**src/rtl/led_fade_pkg.sv**
```systemverilog
// Shared types and constants for the LED fade driver.
// LED_FADE_GAMMA_EN adds the gamma() duty mapping; without it duty is linear.
package led_fade_pkg;

  localparam int PWM_BITS = 8;

  typedef logic [PWM_BITS-1:0] level_t;

  localparam level_t PWM_MAX  = '1;
  localparam level_t PWM_LAST = level_t'(2**PWM_BITS - 2);

`ifdef LED_FADE_GAMMA_EN
  // Square-law map so the perceived fade is roughly linear; full-on is pinned.
  function automatic level_t gamma(input level_t lvl);
    logic [2*PWM_BITS-1:0] prod;
    prod = lvl * lvl;
    if (lvl == PWM_MAX) return PWM_MAX;
    return prod[2*PWM_BITS-1:PWM_BITS];
  endfunction
`endif

endpackage

```
**src/rtl/led_fade_if.sv**
```systemverilog
// Pattern-in / PWM-out bundle between the pattern generator, the fade driver and the pins.
interface led_fade_if
  import led_fade_pkg::*;
#(
  parameter int N_LED = 8
);

  logic [N_LED-1:0] led_in;
  level_t           global_level;
  logic [N_LED-1:0] led_out;
  logic             pwm_wrap;

  modport master (output led_in, global_level, input led_out, pwm_wrap);
  modport slave  (input led_in, global_level, output led_out, pwm_wrap);

endinterface

```
**src/rtl/led_fade_chan.sv**
```systemverilog
// One LED channel: instant-attack / linear-decay level, per-period duty latch, PWM compare.
// With LED_FADE_GAMMA_EN the duty latch stores gamma(level) instead of level.
module led_fade_chan
  import led_fade_pkg::*;
#(
  parameter int DECAY_STEP = 8
) (
  input  logic   clk50m,
  input  logic   rst_n,
  input  logic   lit,
  input  level_t lvl,
  input  logic   tick,
  input  logic   latch,
  input  level_t pwm_cnt,
  output logic   led_out
);

  localparam level_t STEP = level_t'(DECAY_STEP);

  level_t target;
  level_t level;
  level_t duty;
  level_t gap;
  level_t dec;
  level_t duty_next;

  assign target = lit ? lvl : '0;
  // gap is only consumed when level > target, so it never wraps in use.
  assign gap    = level - target;
  assign dec    = (gap > STEP) ? STEP : gap;

`ifdef LED_FADE_GAMMA_EN
  assign duty_next = gamma(level);
`else
  assign duty_next = level;
`endif

  // NOTE: every register here uses non-blocking assignment so all channels
  // and the shared counters update from the same pre-edge values.
  always_ff @(posedge clk50m or negedge rst_n) begin
    if (!rst_n) begin
      level   <= '0;
      duty    <= '0;
      led_out <= 1'b0;
    end else begin
      if (level < target) begin
        level <= target;
      end else if (tick && (level > target)) begin
        level <= level - dec;
      end

      // Duty only moves at the period boundary, so a period is never split.
      if (latch) begin
        duty <= duty_next;
      end

      led_out <= (pwm_cnt < duty);
    end
  end

endmodule

```
**src/rtl/led_fade_driver.sv**
```systemverilog
// Comet-tail LED driver: registers the pattern, runs the shared PWM and decay
// counters, and instantiates one led_fade_chan per LED (LED_FADE_GAMMA_EN selects gamma duty).
module led_fade_driver
  import led_fade_pkg::*;
#(
  parameter int N_LED      = 8,
  parameter int DECAY_DIV  = 195312,
  parameter int DECAY_STEP = 8
) (
  input  logic     clk50m,
  input  logic     rst_n,
  led_fade_if.slave bus
);

  localparam int TICK_W = (DECAY_DIV > 1) ? $clog2(DECAY_DIV) : 1;

  logic [N_LED-1:0]  led_in_q;
  logic [N_LED-1:0]  led_q;
  level_t            lvl_q;
  level_t            pwm_cnt;
  logic [TICK_W-1:0] tick_cnt;
  logic              pwm_wrap_q;
  logic              period_end;
  logic              tick;

  assign period_end = (pwm_cnt == PWM_LAST);
  assign tick       = (tick_cnt == TICK_W'(DECAY_DIV - 1));

  always_ff @(posedge clk50m or negedge rst_n) begin
    if (!rst_n) begin
      led_in_q   <= '0;
      lvl_q      <= '0;
      pwm_cnt    <= '0;
      tick_cnt   <= '0;
      pwm_wrap_q <= 1'b0;
    end else begin
      led_in_q   <= bus.led_in;
      lvl_q      <= bus.global_level;
      pwm_cnt    <= period_end ? '0 : pwm_cnt + 1'b1;
      tick_cnt   <= tick ? '0 : tick_cnt + 1'b1;
      pwm_wrap_q <= period_end;
    end
  end

  for (genvar i = 0; i < N_LED; i++) begin : g_chan
    led_fade_chan #(
      .DECAY_STEP (DECAY_STEP)
    ) u_chan (
      .clk50m  (clk50m),
      .rst_n   (rst_n),
      .lit     (led_in_q[i]),
      .lvl     (lvl_q),
      .tick    (tick),
      .latch   (period_end),
      .pwm_cnt (pwm_cnt),
      .led_out (led_q[i])
    );
  end

  assign bus.led_out  = led_q;
  assign bus.pwm_wrap = pwm_wrap_q;

endmodule
```
**src/flat_wrapper.sv**
```systemverilog
// flat-port wrapper written by rule: the top's interface ports become plain ports
module led_fade_driver_flat import led_fade_pkg::*;
#(
  parameter int N_LED      = 8,
  parameter int DECAY_DIV  = 195312,
  parameter int DECAY_STEP = 8
)
  (clk50m, rst_n, bus_led_in, bus_global_level, bus_led_out, bus_pwm_wrap);
  led_fade_if #(.N_LED(N_LED)) bus_i ();
  input  logic clk50m;
  input  logic rst_n;
  input wire logic [$bits(bus_i.led_in)-1:0] bus_led_in;
  input wire logic [$bits(bus_i.global_level)-1:0] bus_global_level;
  output wire logic [$bits(bus_i.led_out)-1:0] bus_led_out;
  output wire logic [$bits(bus_i.pwm_wrap)-1:0] bus_pwm_wrap;
  assign bus_i.led_in = bus_led_in;
  assign bus_i.global_level = bus_global_level;
  assign bus_led_out = bus_i.led_out;
  assign bus_pwm_wrap = bus_i.pwm_wrap;
  led_fade_driver #(.N_LED(N_LED), .DECAY_DIV(DECAY_DIV), .DECAY_STEP(DECAY_STEP)) u_core (.clk50m(clk50m), .rst_n(rst_n), .bus(bus_i));
endmodule
```
**config.mk**
```make
export PLATFORM = sky130hd
export DESIGN_NAME = led_fade_driver_flat
export DESIGN_NICKNAME = d
export VERILOG_FILES = /design/src/rtl/led_fade_pkg.sv /design/src/rtl/led_fade_if.sv /design/src/rtl/led_fade_chan.sv /design/src/rtl/led_fade_driver.sv /design/src/flat_wrapper.sv
export SDC_FILE = /design/constraint.sdc
export NUM_CORES = 1
export LEC_CHECK = 0
export CAP_MARGIN = 20
export CELL_PAD_IN_SITES_DETAIL_PLACEMENT = 0
export CELL_PAD_IN_SITES_GLOBAL_PLACEMENT = 1
export CORE_MARGIN = 5
export CORE_UTILIZATION = 40
export CTS_CLUSTER_DIAMETER = 40
export DETAILED_ROUTE_END_ITERATION = 8
export HOLD_SLACK_MARGIN = 0.02
export PLACE_DENSITY_LB_ADDON = 0.12
export REMOVE_ABC_BUFFERS = 1
export SYNTH_ARGS = -nofsm -noshare
export SYNTH_HDL_FRONTEND = slang
export SYNTH_SLANG_ARGS = --single-unit
```
**constraint.sdc**
```tcl
create_clock -name clk50m -period 8.65 [get_ports clk50m]
set_input_delay 1.2975 -clock clk50m [delete_from_list [all_inputs] [get_ports clk50m]]
set_output_delay 1.2975 -clock clk50m [all_outputs]
set_load 0.05 [all_outputs]
```
-- Word-level counts from Yosys, hierarchy flattened
Index checks and enable logic that the tools add are counted.
- bits in registers: 179
- output and inout bits: 9
- add/sub/neg operators: 18
- mux-type cells: 34
- reduce and logical (&&, ||, !) cells: 16
- eq/ne operators: 2
- $lt $le $gt $ge: 32
- operator list (kind ; count):
    8-bit 2-to-1 mux ; 33
    8-bit less-than comparator ; 16
    8-bit subtractor ; 16
    8-bit by 4-bit > comparator with 1-bit output, second input constant ; 8
    8-bit > comparator ; 8
    18-bit by 1-bit adder with 18-bit output, second input constant ; 1
    18-bit equality test, second input constant ; 1
    18-bit 2-to-1 mux ; 1
    2-bit nonzero test ; 8
    8-bit by 1-bit adder with 8-bit output, second input constant ; 1
    8-bit equality test, second input constant ; 1
    1-bit logical AND ; 8

-- Depth between registers and ports, before layout
- word-level depth: 7
- depth in mapped cells: 21

-- Modules after synthesis
A second synthesis with hierarchy kept.
- cell total of the unflattened synthesis: 1706
- area total of the unflattened synthesis: 15262.1 um2
- by module, submodules not included (module ; area an instance (um2) ; times used ; cells an instance):
    led_fade_chan ; 1682.9 ; 8 ; 196
    led_fade_driver ; 1799.2 ; 1 ; 138

-- Worst setup path before layout
No wires, ideal clock.
- path kind: register to register
- start: register u_core.led_in_q[0]
- end: register u_core.g_chan[0].u_chan.level[6]
- stages on the path, launching flop included: 21
- data arrival time: 4.164 ns
- period minus slack after synthesis: 4.293 ns
- slack: 4.357 ns
- data required time: 8.520 ns
- path buffers: 1
- path through: dfrtp_1 -> clkbuf_1 -> and2_1 -> ha_1 -> fa_1 -> nand2b_1 -> a21o_1 -> a2111oi_2 -> a211oi_1 -> a211oi_2 -> inv_1 -> or3_1 -> fa_1 -> a21o_1 -> a21o_1 -> a21o_1 -> a21oi_1 -> xor2_1 -> o21ai_0 -> nand2_1 -> o21ai_1
- cells in the longest elaborated chain, start to end: 7
- elaborated cells between the ends (all ways): 11
- classes of those cells: add/sub (2); order compare (3); mux (4); reduce/logical (2)
- RTL lines (item ; RTL line ; RTL):
    start: declaration ; led_fade_driver.sv:17 ; logic [N_LED-1:0] led_in_q;
    start signal: assignment ; led_fade_driver.sv:37 ; led_in_q <= bus.led_in;
    8-bit 2-to-1 mux * ; led_fade_chan.sv:27 ; assign target = lit ? lvl : '0;
    8-bit subtractor ; led_fade_chan.sv:29 ; assign gap = level - target;
    8-bit by 4-bit > comparator with 1-bit output ; led_fade_chan.sv:30 ; assign dec = (gap > STEP) ? STEP : gap;
    8-bit 2-to-1 mux ; led_fade_chan.sv:30 ;
    8-bit subtractor ; led_fade_chan.sv:49 ; level <= level - dec;
    8-bit 2-to-1 mux ; led_fade_chan.sv:48 ; end else if (tick && (level > target)) begin
    8-bit 2-to-1 mux ; led_fade_chan.sv:46 ; if (level < target) begin
    end signal: assignment ; led_fade_chan.sv:47 ; level <= target;
    end signal: assignment ; led_fade_chan.sv:49 ;
    end: declaration ; led_fade_chan.sv:21 ; level_t level;
Mark *: on every way between the ends. The rest lies on a longest branch, timed or not. The select of a mux whose other input is x is not followed.
A chain may end at the register's enable or synchronous reset.

-- Worst setup path in the final report
- start: register u_core.lvl_q[0]
- end: register u_core.g_chan[0].u_chan.level[6]
- cells in the longest elaborated chain, start to end: 7
- elaborated cells between the ends (all ways): 11
- classes of those cells: add/sub (2); order compare (3); mux (4); reduce/logical (2)
- RTL lines (item ; RTL line ; RTL):
    start: declaration ; led_fade_driver.sv:19 ; level_t lvl_q;
    start signal: assignment ; led_fade_driver.sv:38 ; lvl_q <= bus.global_level;
    8-bit 2-to-1 mux * ; led_fade_chan.sv:27 ;
    8-bit subtractor ; led_fade_chan.sv:29 ;
    8-bit by 4-bit > comparator with 1-bit output ; led_fade_chan.sv:30 ;
    8-bit 2-to-1 mux ; led_fade_chan.sv:30 ;
    8-bit subtractor ; led_fade_chan.sv:49 ;
    8-bit 2-to-1 mux ; led_fade_chan.sv:48 ;
    8-bit 2-to-1 mux ; led_fade_chan.sv:46 ;
Marked as above.

==> impl_metrics.ini <==
[status]
status = completed

[floorplan]
start_util = 0.4031
io_pins = 27
core_area_mm2 = 0.03531
rows = 69
die-area_mm2 = 0.03946
die_x_um = 198.6
die_h_um = 198.6

[hold_path]
min_from = u_core.tick_cnt[0]
hp-class = reg2reg
holdPathStages = 1
hold_path_end = u_core.tick_cnt[0]

[yosys]
synth_simple_gate_area_share = 0.1842
yosys_warnings = 0
synth.distinct_cells = 80
synth_edf_count = 0
ys.flop_type = dfrtp_1
synthArstFlopShare = 1.000
synth_compound_gate_area_share = 0.2017
synthMuxAreaShare = 0.02681
synth_seq_cells = 179
synth_xor_area_frac = 0.04430
netlist_area_mm2 = 0.01423
synth_top_family_by_area = compound AO/OA/AOI/OAI gates
ys_seq_area_frac = 0.3147
syn_avg_cell_area_um2 = 8.606
synthCells = 1654
synthAdderAreaFrac = 0.1798

[power]
power_density_mw_per_mm2 = 291.8
pwr-share-clk = 0.177
p_leak_nw = 7.019
power.share.sequential = 0.262
switching_share = 0.4451
switchingPower_mw = 2.029
combPwrFrac = 0.561
p_int_mw = 2.530
p_total_mw = 4.559
ir_worst_vdd_mv = 0.1669

[placement]
pre_cts_slack_ps = 3920
place_hpwl_um = 24560
routabilityCongestion = 0.8169
postPlaceCellArea_mm2 = 0.01499
port_buffers = 26
dp_cells = 2119

[sta]
fin_ws_ps = 3920
fin_tns_setup_ps = 0
fin_crit_ps = 4730
fmax_mhz = 211.4
clock-skew-final_ps = 11.44
rsz0062_at_grt = no
finalCritPeriodShare = 0.5468
hold_viol_final = 0
relSlewSlack = 0.3505
worstMarginPinSlew_ps = 967.7
setup_viol = 0
slew_viol_final = 0

[grt]
grt_pass1_vias = 11460
grt_start_max_net_pins = 118
globalRoute.totalOverflow = 0
antenna_found_initial = 0
track_usage = 0.1844
grt_pass1_wl_um = 58700

[worst_setup_path]
timing.rr.start = u_core.lvl_q[0]
reg2reg_depth = 19
path_cells = and2_1 -> ha_1 -> fa_1 -> nand2b_1 -> a21o_1 -> a2111oi_2 -> a211oi_1 -> a211oi_2 -> inv_1 -> or3_1 -> fa_1 -> a21o_1 -> a21o_1 -> a21o_1 -> a21oi_1 -> xor2_1 -> o21ai_0 -> nand2_1 -> o21ai_1
critPathArrivalTime_ps = 5030
worst-path-stages = 19
path_max_fanout = 8
critical_path_required_ps = 8950
crit_top_cell = a21o_1
cpPeakStageDelay_ps = 550
path_delay_family = compound AO/OA/AOI/OAI gates
end_kind = flop
reg2reg_to = u_core.g_chan[0].u_chan.duty_next[6]
cp_slowest_cell = dfrtp_1
reg2reg_slack_ps = 3920
worstSetupPathType = reg2reg
path_buf_inv = 1
start_kind = flop

[detailed_routing]
wl_um = 35380
wire_per_inst_um = 16.44
wl_met1_um = 17270
first_iter_violations = 598
met2_length_um = 17070
first_pass_iters = 5
highest_layer = met4
remaining_drc_errors = 0
vias = 11470
ant_nets = 0
via_per_inst = 5.331
wl_met3_um = 608

[finish]
syn2layout_area_growth_pct = 9.756
fillers = 3557
seqCellArea_mm2 = 0.004479
multi_input_area_mm2 = 0.009194
num_antenna_cells = 0
final_area_mm2 = 0.01562
finalNetCount = 1891
drive_gt1_frac = 0.04967
fin_cells = 2152

[job]
cap_violations = 0

[cts]
clockBufferDepth = 2
htree_levels = 4
clk_pin_slew_worst_paths_ps = 70
clock_latency_ps = 440
cts.sinks = 179
cts_resized = 0
cts_made_buffers = 17
cts_tree = done
postCtsSetupRepairBufs = 0
hold_buffers = 0
clock_tree.root_cell = clkbuf_16
registers in the layout (all words and copies together), names as in the netlist, named ones only:
signal	cells
u_core.tick_cnt	18
u_core.bus.pwm_wrap	1
u_core.g_chan.u_chan.led_out	8
u_core.led_in_q	8
u_core.lvl_q	8
u_core.pwm_cnt	8
u_core.g_chan.u_chan.duty	64
u_core.g_chan.u_chan.duty_next	56
synth_stat cells (8+ instances only):
| master | n | share of area |
|---|---|---|
| dfrtp_1 | 179 | 0.31 |
| nor3_1 | 18 | 0.0063 |
| nand2b_1 | 39 | 0.017 |
| or2_2 | 12 | 0.0053 |
| o211ai_1 | 14 | 0.0074 |
| mux2_2 | 14 | 0.011 |
| nand3b_1 | 10 | 0.0053 |
| a21o_1 | 38 | 0.020 |
| inv_1 | 111 | 0.029 |
| mux2i_1 | 19 | 0.013 |
| nand3_1 | 36 | 0.013 |
| nand4_1 | 23 | 0.010 |
| buf_4 | 8 | 0.0042 |
| a21oi_1 | 100 | 0.035 |
| o21ai_1 | 33 | 0.012 |
| clkbuf_1 | 48 | 0.013 |
| fa_1 | 16 | 0.023 |
| xnor2_1 | 32 | 0.020 |
| nor2_1 | 91 | 0.024 |
| and2_1 | 10 | 0.0044 |
| nor2b_1 | 33 | 0.015 |
| ha_1 | 179 | 0.16 |
| nor4_1 | 10 | 0.0044 |
| or3_1 | 15 | 0.0066 |
| o21ai_0 | 129 | 0.045 |
| xor2_1 | 40 | 0.025 |
| o31a_1 | 9 | 0.0055 |
| a31oi_1 | 15 | 0.0066 |
| a21boi_0 | 14 | 0.0074 |
| o21a_1 | 25 | 0.013 |
| nand2_1 | 212 | 0.056 |
layout make-up:
type,count,share of cell area
clock buffer,17,0.02723
timing repair buffer,34,0.02202
inverter,114,0.02739
clock inverter,15,0.01129
tap,461,0.03692
sequential,179,0.2867
multi-input combinational,1332,0.5885
worst reg2reg max path: cells and delay by family, from the launching register on:
kind,cells,cell delay (ps)
xor+xnor,1,150
fa+ha+maj,3,1030
simple gates,4,890
compound gates,10,1890
buf+inv,1,100
flops,1,550
layer usage:
| layer | vias to the layer above | global-route usage |
|---|---|---|
| li1 | 5865 | - |
| met1 | 5500 | 0.2460 |
| met2 | 85 | 0.3235 |
| met3 | 22 | 0.02134 |
| met4 | 0 | 0.04027 |
| met5 | - | 0 |
cell families (layout without fill, tap and decap cells):
group	after synthesis	in the layout
simple gates	541	541
compound gates	456	456
fa+ha+maj	195	195
flops	179	179
buf+inv	174	180
xor+xnor	72	72
mux	36	36
other cells	1	32
power groups by stage:
stage / Combinational [mW] / Sequential [mW] / Clock [mW]
after floorplan: 2.06 / 1.13 / 0
after CTS: 2.55 / 1.20 / 0.838
after global placement: 2.54 / 1.21 / 0
after global routing: 2.91 / 1.22 / 0.869
final: 2.56 / 1.19 / 0.809
after detailed placement: 2.53 / 1.22 / 0
per-stage QoR:
stage,hold WS [ps],util
floorplan,424.5,-
global placement,438.4,0.4246
detailed placement,450.3,0.4246
CTS,460.2,0.4417
global route,475.9,0.4425
finish,457.6,0.4425
worst max path at each step:
stage / from / endpoint / slack, ps
6_report: u_core.lvl_q[0] / u_core.g_chan[0].u_chan.duty_next[6] / 3920
3_5_place_dp: u_core.lvl_q[0] / u_core.g_chan[0].u_chan.duty_next[6] / 3920
5_1_grt: u_core.lvl_q[3] / u_core.g_chan[0].u_chan.duty_next[6] / 3610
2_1_floorplan: u_core.pwm_cnt[2] / u_core.g_chan[0].u_chan.duty[0] / 3590
3_3_place_gp: u_core.lvl_q[0] / u_core.g_chan[0].u_chan.duty_next[6] / 3980
4_1_cts: u_core.lvl_q[0] / u_core.g_chan[0].u_chan.duty_next[6] / 3890
cell usage in the layout (no fill, tap or decap), types with 23 or more instances in the layout:
cell type          n
a21o_1            38
a21oi_1          100
clkdlybuf4s50_1   25
conb_1            32
dfrtp_1          179
ha_1             179
inv_1            111
nand2_1          212
nand2b_1          39
nand3_1           36
nand4_1           23
nor2_1            90
nor2b_1           33
o21a_1            25
o21ai_0          129
o21ai_1           33
xnor2_1           32
xor2_1            40
(Power assumes the default switching activity.)
